<file path="config.mk">
export PLATFORM = sky130hd
export DESIGN_NAME = vend_slot_scheduler
export DESIGN_NICKNAME = d
export VERILOG_FILES = /design/src/rtl/vend_slot_scheduler.sv
export SDC_FILE = /design/constraint.sdc
export NUM_CORES = 1
export LEC_CHECK = 0
export CORE_MARGIN = 8
export CORE_UTILIZATION = 40
export DETAILED_ROUTE_END_ITERATION = 7
export GPL_TIMING_DRIVEN = 0
export PLACE_DENSITY = 0.72
export SYNTH_ARGS = -nofsm -noshare
export SYNTH_HDL_FRONTEND = slang
export SYNTH_SLANG_ARGS = --single-unit
</file>
<file path="constraint.sdc">
create_clock -name clk -period 1.9 [get_ports clk]
set_clock_uncertainty 0.05 [all_clocks]
set_input_delay 0.57 -clock clk [delete_from_list [all_inputs] [get_ports clk]]
set_output_delay 0.57 -clock clk [all_outputs]
set_load 0.01 [all_outputs]
</file>
<file path="src/rtl/vend_slot_scheduler.sv">
// Round-robin coin-slot scheduler in front of a shared 15c vending core.
// Feeds one coin per transaction, shadows credit and stretches vend/change.
module vend_slot_scheduler #(
    parameter int NUM_SLOTS   = 2,
    parameter int DISP_CYCLES = 4,
    parameter int CNT_W       = 8,
    localparam int OW = (NUM_SLOTS > 1) ? $clog2(NUM_SLOTS) : 1,
    localparam int DW = $clog2(DISP_CYCLES + 1)
) (
    input  logic                 clk,
    input  logic                 rst,
    input  logic [NUM_SLOTS-1:0] slot_valid,
    input  logic [NUM_SLOTS-1:0] slot_coin,
    output logic [NUM_SLOTS-1:0] slot_ready,
    output logic                 core_i,
    output logic                 core_j,
    input  logic                 core_x,
    input  logic                 core_y,
    output logic [OW-1:0]        owner,
    output logic                 busy,
    output logic [1:0]           credit,
    output logic                 dispense,
    output logic                 change_out,
    output logic [CNT_W-1:0]     vend_count,
    output logic                 err
);

    typedef enum logic [1:0] {
        IDLE,
        HOLD,
        FEED,
        DISP
    } state_t;

    state_t               state;
    state_t               state_n;
    logic [OW-1:0]        rr_ptr;
    logic [OW-1:0]        grant_idx;
    logic                 grant_any;
    logic [NUM_SLOTS-1:0] ready_c;
    logic                 hs;
    logic                 coin_q;
    logic                 chg_q;
    logic [DW-1:0]        disp_cnt;
    logic [2:0]           sum;
    logic                 pred_x;
    logic                 pred_y;

    always_comb begin
        grant_any = 1'b0;
        grant_idx = '0;
        for (int i = 0; i < NUM_SLOTS; i++) begin
            if (!grant_any && slot_valid[(int'(rr_ptr) + i) % NUM_SLOTS]) begin
                grant_any = 1'b1;
                grant_idx = OW'((int'(rr_ptr) + i) % NUM_SLOTS);
            end
        end
    end

    assign sum    = {1'b0, credit} + (coin_q ? 3'd2 : 3'd1);
    assign pred_x = (sum >= 3'd3);
    assign pred_y = (sum == 3'd4);

    always_comb begin
        state_n = state;
        ready_c = '0;
        unique case (state)
            IDLE: if (grant_any) ready_c[grant_idx] = 1'b1;
            HOLD: ready_c[owner] = 1'b1;
            FEED: state_n = core_x ? DISP : HOLD;
            DISP: if (disp_cnt == '0) state_n = IDLE;
            default: state_n = IDLE;
        endcase
        hs = |(slot_valid & ready_c);
        if (hs && (state == IDLE || state == HOLD)) state_n = FEED;
    end

    // Ready is forced low while reset is held so no requester sees a grant.
    assign slot_ready = rst ? '0 : ready_c;
    assign core_i     = (state == FEED);
    assign core_j     = (state == FEED) && coin_q;
    assign busy       = (state != IDLE);
    assign dispense   = (state == DISP);
    assign change_out = (state == DISP) && chg_q;

    always_ff @(posedge clk or posedge rst) begin
        if (rst) begin
            state      <= IDLE;
            rr_ptr     <= '0;
            owner      <= '0;
            coin_q     <= 1'b0;
            chg_q      <= 1'b0;
            credit     <= 2'd0;
            disp_cnt   <= '0;
            vend_count <= '0;
            err        <= 1'b0;
        end else begin
            state <= state_n;
            unique case (state)
                IDLE: begin
                    if (hs) begin
                        owner  <= grant_idx;
                        coin_q <= slot_coin[grant_idx];
                    end
                end
                HOLD: begin
                    if (hs) coin_q <= slot_coin[owner];
                end
                FEED: begin
                    if ({core_x, core_y} != {pred_x, pred_y}) err <= 1'b1;
                    // The core's X is authoritative even when the shadow disagrees.
                    if (core_x) begin
                        credit   <= 2'd0;
                        chg_q    <= core_y;
                        disp_cnt <= DW'(DISP_CYCLES - 1);
                        if (vend_count != '1) vend_count <= vend_count + 1'b1;
                        if (owner == OW'(NUM_SLOTS - 1)) rr_ptr <= '0;
                        else rr_ptr <= owner + 1'b1;
                    end else begin
                        credit <= (sum >= 3'd3) ? 2'd2 : sum[1:0];
                    end
                end
                DISP: begin
                    if (disp_cnt != '0) disp_cnt <= disp_cnt - 1'b1;
                end
                default: ;
            endcase
        end
    end

endmodule
</file>
==> impl_summary.log, run 1 <==
[metrics] status: complete, but fails checks
[metrics] violations in the final reports: setup timing
[metrics] Finish-stage setup viols: 4
[metrics] TritonCTS clock tree: yes
[metrics] portion of the clock cycle consumed by the worst path in the final layout: 106%
[metrics] maximum number of pins on one net before global-route repair: 21
[metrics] class of the worst hold path: reg2reg
[metrics] leading post-synthesis cells by cell area: dfrtp_1 43%, ha_1 4.3%, a21oi_1 3.5%
[metrics] Clock Path Buffers: 2
[metrics] worst path buffer plus inverter count: 3
[metrics] type of element capturing the critical path: primary output
[metrics] top cell types by occurrence after synthesis: 20 x dfrtp_1, 10 x nand2_1, 8 x a21oi_1, 8 x inv_1, 7 x nor2_1
[metrics] sequential cell area fraction in the yosys report: 43.3%
[metrics] category of the critical setup timing path: reg2out
[metrics] I/O pins: 27
[metrics] maximum clock frequency: 499 MHz
[metrics] Slew @ Worst Pin: 772 ps
[metrics] number of port buffers: 25
[metrics] All-Layer GR Usage: 12.0%
[metrics] top cell family by delay on the critical path: flip-flops
[metrics] Wirelength per Cell: 15.3 um
[metrics] number of register bits inferred by synthesis: 20
[metrics] number of warnings printed during yosys synthesis: 0
[metrics] Worst slew margin: 48.5%
[metrics] count of different cell masters after synthesis: 39
[metrics] Async SR Flop Fraction: 100%
[metrics] total die area: 4860 um^2
[metrics] minimum period implied by the final worst setup slack: 2010 ps
[metrics] predominant post-synthesis flop cell: dfrtp_1
[metrics] global placer's final weighted congestion: 0.855
[metrics] total gr overflow: 0
[metrics] Inserted Clock Buffers: 3
[metrics] post-synthesis simple-gate area fraction: 21.1%
[metrics] first-pass GRT wire length: 4920 um
[metrics] cell taking the most area after synthesis: dfrtp_1
[metrics] total via count after detailed routing: 1067
[metrics] P_leak: 0.892 nW
[metrics] H-tree level count: 1
[metrics] P&R area growth vs syn: 47.0%
[metrics] average cell area after synthesis: 9.54 um^2
[metrics] clock transition at the register clock pins on the worst setup and hold paths after CTS: 120 ps
[metrics] Clk Latency, worst-skew pair: 310 ps
[metrics] number of buffers inserted for hold repair after clock tree synthesis: 0
[metrics] Vert. Die Dim: 69.7 um
[metrics] CP arrival: 1390 ps
[metrics] main combinational cell family by area after synthesis: simple AND/OR/NAND/NOR gates
[metrics] Synth Cell Area: 1150 um^2
[metrics] routed wire length: 3070 um
[metrics] Synth Instances: 121
[metrics] element type at the critical path start: register
[metrics] Final WS setup: -105 ps
[metrics] master of the slowest instance on the critical path: dfrtp_1
[metrics] post-synthesis share of cell area spent on xor and xnor gates: 3.79%
[metrics] unrepaired setup endpoints after global routing: yes
[metrics] CP Data Required Time: 1280 ps
[metrics] largest fanout of any net on the critical path: 7
[metrics] DRT antenna net count: 0
[metrics] cell with the most instances after synthesis: dfrtp_1
[metrics] complex-gate fraction of the synthesized area: 13.3%
[metrics] Hold Fails Final Rpt: 0
[metrics] number of global-route vias before repair: 1108
[metrics] peak ir drop on the vdd network: 0.992 mV
[metrics] root buffer cell: clkbuf_4
[metrics] fraction of layout instances using a drive strength above 1: 34.1%
[metrics] cell area power density: 1510 nW/um^2
[metrics] number of enable-type register cells in the synthesized netlist: 0
[metrics] DR iter-0 viols: 39
[metrics] diodes inserted: 0
[metrics] multiplexer fraction of the synthesized cell area: 6.93%
[metrics] cell chain of the critical path: buf_6, inv_6, nor2_4, a31oi_1, nor3_1, buf_2
[metrics] first-pass iteration count of the detailed router: 4
[metrics] Final #Nets: 184
[metrics] number of nets produced by synthesis: 134
[metrics] initial antenna violation count: 0
[metrics] area share of the largest cell type after synthesis: 43.3%
[metrics] Post-Synth Adder-Cell Area: 6.07%
[metrics] sinks on the clock net: 20
[metrics] # rows: 19
[metrics] HPWL after detailed placement: 1980 um
[metrics] Via density: 5.31
[metrics] horizontal die dimension: 69.7 um
[metrics] worst hold slack after final layout: 450 ps
[metrics] Pins Over Slew Limit: 0
[metrics] effective utilization at floorplan: 41.9%
[metrics] max-capacitance violation count: 0
[metrics] CORE AREA: 2760 um^2
[metrics] DRC violations left: 0
[metrics] Critical Path Max Stage Delay: 410 ps
[metrics] Fin Setup TNS: -222 ps
## flip-flops by register name, summed over array words and instances (netlist names)
signal	cells
chg_q	1
coin_q	1
credit	2
disp_cnt	3
err	1
owner	1
rr_ptr	1
state	2
vend_count	8
## placed cells by master (no fill, tap or decap), types with 4 or more instances in the layout
master | netlist | layout
nor3_1 | 4 | 4
o21ai_0 | 6 | 6
dfrtp_1 | 20 | 18
buf_4 | 2 | 23
dlymetal6s2s_1 | 0 | 6
inv_1 | 8 | 4
buf_2 | 2 | 4
nor2_1 | 7 | 5
clkdlybuf4s50_1 | 0 | 7
a21oi_1 | 8 | 8
inv_2 | 1 | 4
nand2_1 | 10 | 10
nand3_1 | 6 | 6
## metal layers
metal,track usage [%],vias up,wire length [um]
li1,-,517,-
met1,13.1,511,1280
met2,20.3,32,1520
met3,4.43,7,210
met4,5.13,0,59
met5,0,-,0
## worst paths after layout
kind	startpoint	end	slack [ps]	depth (start not counted)
setup / recovery	state[0]$_DFFE_PP0P_	slot_ready[0]	-110	6
hold / removal	err$_DFFE_PP0P_	err$_DFFE_PP0P_	450	1
setup reg to reg	coin_q$_DFFE_PP0P_	err$_DFFE_PP0P_	50	8
hold reg to reg	err$_DFFE_PP0P_	err$_DFFE_PP0P_	450	1
max in group asynchronous	rst	vend_count[3]$_DFFE_PP0P_	750	2
min in group asynchronous	rst	state[1]$_DFFE_PP0P_	510	2
## area by class of cell
cell class,count,area [um^2]
Tap cell,31,38.8
Clock inverter,1,30.0
Clock buffer,3,22.5
Fill cell,243,1060
Inverter,9,38.8
Timing Repair Buffer,45,385
Multi-Input combinational cell,87,632
Buffer,5,47.5
Sequential cell,20,503
## cell families (layout without fill, tap and decap cells)
logic type / count (synthesis) / in the layout
simple gates: 45 / 45
buf+inv: 14 / 63
compound gates: 25 / 25
fa+ha+maj: 5 / 5
mux: 7 / 7
flops: 20 / 20
xor+xnor: 5 / 5
## through the flow
step / total power [W] / worst slack [ps] / util [%] / instances / instance area [um^2]
after floorplan: 0.00141 / 111 / - / 121 / 1150
after global placement: 0.00182 / -860 / 52.4 / 177 / 1440
after detailed placement: 0.00187 / -865 / 52.4 / 177 / 1440
after CTS: 0.00244 / -70.2 / 59.1 / 198 / 1630
after global routing: 0.00275 / -173 / 61.6 / 201 / 1700
final: 0.00256 / -105 / 61.6 / 201 / 1700
## report_power, final
group	switching [W]	leakage (nW)	internal, W	total (W)
Sequential	0.000135	0.240	0.000586	0.000721
Clock	0.000140	0.0279	0.000213	0.000353
Combinational	0.000690	0.624	0.000800	0.00149
Total	0.000965	0.892	0.00160	0.00256
## repair_timing
action / 4_1_cts / 5_1_grt
pin swaps: 3 / 5
buffers inserted: 17 / 3
resized for setup: 49 / 19
endpoints found under the setup margin: 16 / 13
gates cloned: 0 / 0
(Power assumes the default switching activity.)
==> inputs of run 2 (changes only) <==
--- a/config.mk
+++ b/config.mk
@@ -6,10 +6,10 @@
 export NUM_CORES = 1
 export LEC_CHECK = 0
 export CORE_MARGIN = 8
-export CORE_UTILIZATION = 40
+export CORE_UTILIZATION = 35
 export DETAILED_ROUTE_END_ITERATION = 7
 export GPL_TIMING_DRIVEN = 0
-export PLACE_DENSITY = 0.72
+export PLACE_DENSITY = 0.68
 export SYNTH_ARGS = -nofsm -noshare
 export SYNTH_HDL_FRONTEND = slang
 export SYNTH_SLANG_ARGS = --single-unit
==> constraint.sdc (replaced) <==
create_clock -name clk -period 1.64 [get_ports clk]
set_clock_uncertainty 0.05 [all_clocks]
set_input_delay 0.492 -clock clk [delete_from_list [all_inputs] [get_ports clk]]
set_output_delay 0.492 -clock clk [all_outputs]
set_load 0.01 [all_outputs]
==> impl_summary.log, run 2 (synthesis results as in run 1) <==
[metrics] beginning of the worst register-to-register path: coin_q$_DFFE_PP0P_
[metrics] total die area: 5390 um^2
[metrics] most used cells in the layout excluding fill and tap cells: 27 x buf_4, 17 x dfrtp_1, 11 x dlygate4sd2_1
[metrics] Wirelength per Cell: 14.8 um
[metrics] Worst slew margin: 46.4%
[metrics] met3 Resource Use GR: 2.73%
[metrics] Final Cell Area: 1750 um^2
[metrics] unrepaired setup endpoints after global routing: yes
[metrics] Finish-stage setup viols: 9
[metrics] P&R area growth vs syn: 51.9%
[metrics] sinks on the clock net: 20
[metrics] cell chain of the critical path: clkdlybuf4s15_2, inv_2, o21a_1, nand2_2, a211oi_2, buf_2
[metrics] Critical R2R Capture: err$_DFFE_PP0P_
[metrics] met2 track demand over resource in global routing: 21.7%
[metrics] master of the slowest instance on the critical path: clkdlybuf4s15_2
[metrics] Largest register FFs: 8
[metrics] DRT antenna net count: 0
[metrics] Via density: 5.16
[metrics] effective utilization at floorplan: 35.4%
[metrics] portion of the clock cycle consumed by the worst path in the final layout: 120%
[metrics] Pins Over Slew Limit: 0
[metrics] number of buffers inserted for hold repair after clock tree synthesis: 0
[metrics] Fin Setup TNS: -1710 ps
[metrics] first-pass iteration count of the detailed router: 4
[metrics] DRC violations left: 0
[metrics] number of global-route vias before repair: 1134
[metrics] HPWL after detailed placement: 2050 um
[metrics] Hold Fails Final Rpt: 0
[metrics] CORE AREA: 3260 um^2
[metrics] CP arrival: 1430 ps
[metrics] All-Layer GR Usage: 12.2%
[metrics] routed wire length: 3280 um
[metrics] maximum clock frequency: 508 MHz
[metrics] DR iter-0 viols: 38
[metrics] fraction of layout instances using a drive strength above 1: 38.9%
[metrics] Slew @ Worst Pin: 803 ps
[metrics] Clk Latency, worst-skew pair: 310 ps
[metrics] placed inst area: 1480 um^2
[metrics] status: complete, but fails checks
[metrics] maximum number of pins on one net before global-route repair: 21
[metrics] I/O pins: 27
[metrics] number of port buffers: 25
[metrics] H-tree level count: 1
[metrics] power after layout: 0.00301 W
[metrics] P_leak: 0.848 nW
[metrics] minimum period implied by the final worst setup slack: 1970 ps
[metrics] element type at the critical path start: input pin
[metrics] post-placement cell count: 192
[metrics] # rows: 21
[metrics] met1 capacity usage during global routing: 12.5%
[metrics] global placer's final weighted congestion: 0.781
[metrics] peak ir drop on the vdd network: 0.761 mV
[metrics] total gr overflow: 0
[metrics] TritonCTS clock tree: yes
[metrics] Final #Nets: 189
[metrics] type of element capturing the critical path: primary output
[metrics] cell count of the worst reg-to-reg path: 8
[metrics] category of the critical setup timing path: in2out
[metrics] busiest layer in global routing: met2
[metrics] Final WS setup: -330 ps
[metrics] total via count after detailed routing: 1141
[metrics] initial antenna violation count: 0
[metrics] setup slack of the worst register-to-register path: -210 ps
[metrics] first-pass GRT wire length: 5090 um
[metrics] CP Data Required Time: 1100 ps
[metrics] register containing the most flip-flops in the final layout: vend_count
[metrics] root buffer cell: clkbuf_4
[metrics] fill cell total of the finished layout: 321
[metrics] Vert. Die Dim: 73.4 um
[metrics] cell area power density: 1720 nW/um^2
[metrics] Clock Path Buffers: 2
[metrics] violations in the final reports: setup timing
[metrics] leading cell type in the layout, fill and taps excluded: buf_4
[metrics] Inserted Clock Buffers: 3
[metrics] class of the worst hold path: reg2reg
[metrics] horizontal die dimension: 73.4 um
[metrics] Critical Path Max Stage Delay: 220 ps
[metrics] Worst setup endpoint: slot_ready[1]
[metrics] worst hold slack after final layout: 467 ps
[metrics] max-capacitance violation count: 0
[metrics] largest registers: vend_count x8, disp_cnt x3
[metrics] clock transition at the register clock pins on the worst setup and hold paths after CTS: 110 ps
[metrics] diodes inserted: 0
[metrics] CP startpoint: slot_valid[0]
[metrics] Final Instance Count excl. Fillers: 221
[metrics] largest fanout of any net on the critical path: 4
[run 2: layout make-up]
type | instances | area [um^2] | share of cell area, %
buffer | 5 | 48.8 | 2.78
sequential | 20 | 504 | 28.7
multi-input combinational | 87 | 663 | 37.8
timing repair buffer | 50 | 415 | 23.7
clock buffer | 4 | 26.3 | 1.50
inverter | 9 | 38.8 | 2.21
tap | 46 | 57.6 | 3.28
[run 2: worst min-delay path by stage]
stage	startpoint	end	slack, ps	cells past startpoint
floorplan	rst	chg_q$_DFFE_PP0P_	410	1
global placement	err$_DFFE_PP0P_	err$_DFFE_PP0P_	420	1
detailed placement	err$_DFFE_PP0P_	err$_DFFE_PP0P_	450	1
CTS	slot_valid[0]	owner$_DFFE_PP0P_	450	2
global route	slot_valid[0]	owner$_DFFE_PP0P_	470	2
finish	err$_DFFE_PP0P_	err$_DFFE_PP0P_	470	1
[run 2: power by group]
part	internal (W)	switching, W
clock	0.0000950	0.000156
sequential	0.000681	0.000161
combinational	0.00103	0.000882
[run 2: layer usage]
metal	part of all wire [%]	vias up
met4	2.3	0
met2	53	34
met3	4.3	9
met1	40	565
met5	0	-
li1	-	533
[run 2: stage by stage]
step                      setup slack (ps)  utilization [%]
after global placement                -960             45.4
after CTS                             -245             51.7
after floorplan                      -67.4                -
after global routing                  -374             53.8
final                                 -330             53.8
after detailed placement             -1070             45.4
[run 2: what timing repair did]
item / 4_1_cts / 5_1_grt
pin swaps: 2 / 4
setup endpoints to repair: 22 / 12
buffers inserted: 20 / 5
gates resized for setup: 67 / 8
[run 2: worst max-delay path: cells and delay by family]
| family | cells | cell delay [ps] |
|---|---|---|
| AND/OR/NAND/NOR | 1 | 80 |
| buffers and inverters | 3 | 460 |
| AO/OA/AOI/OAI | 2 | 390 |
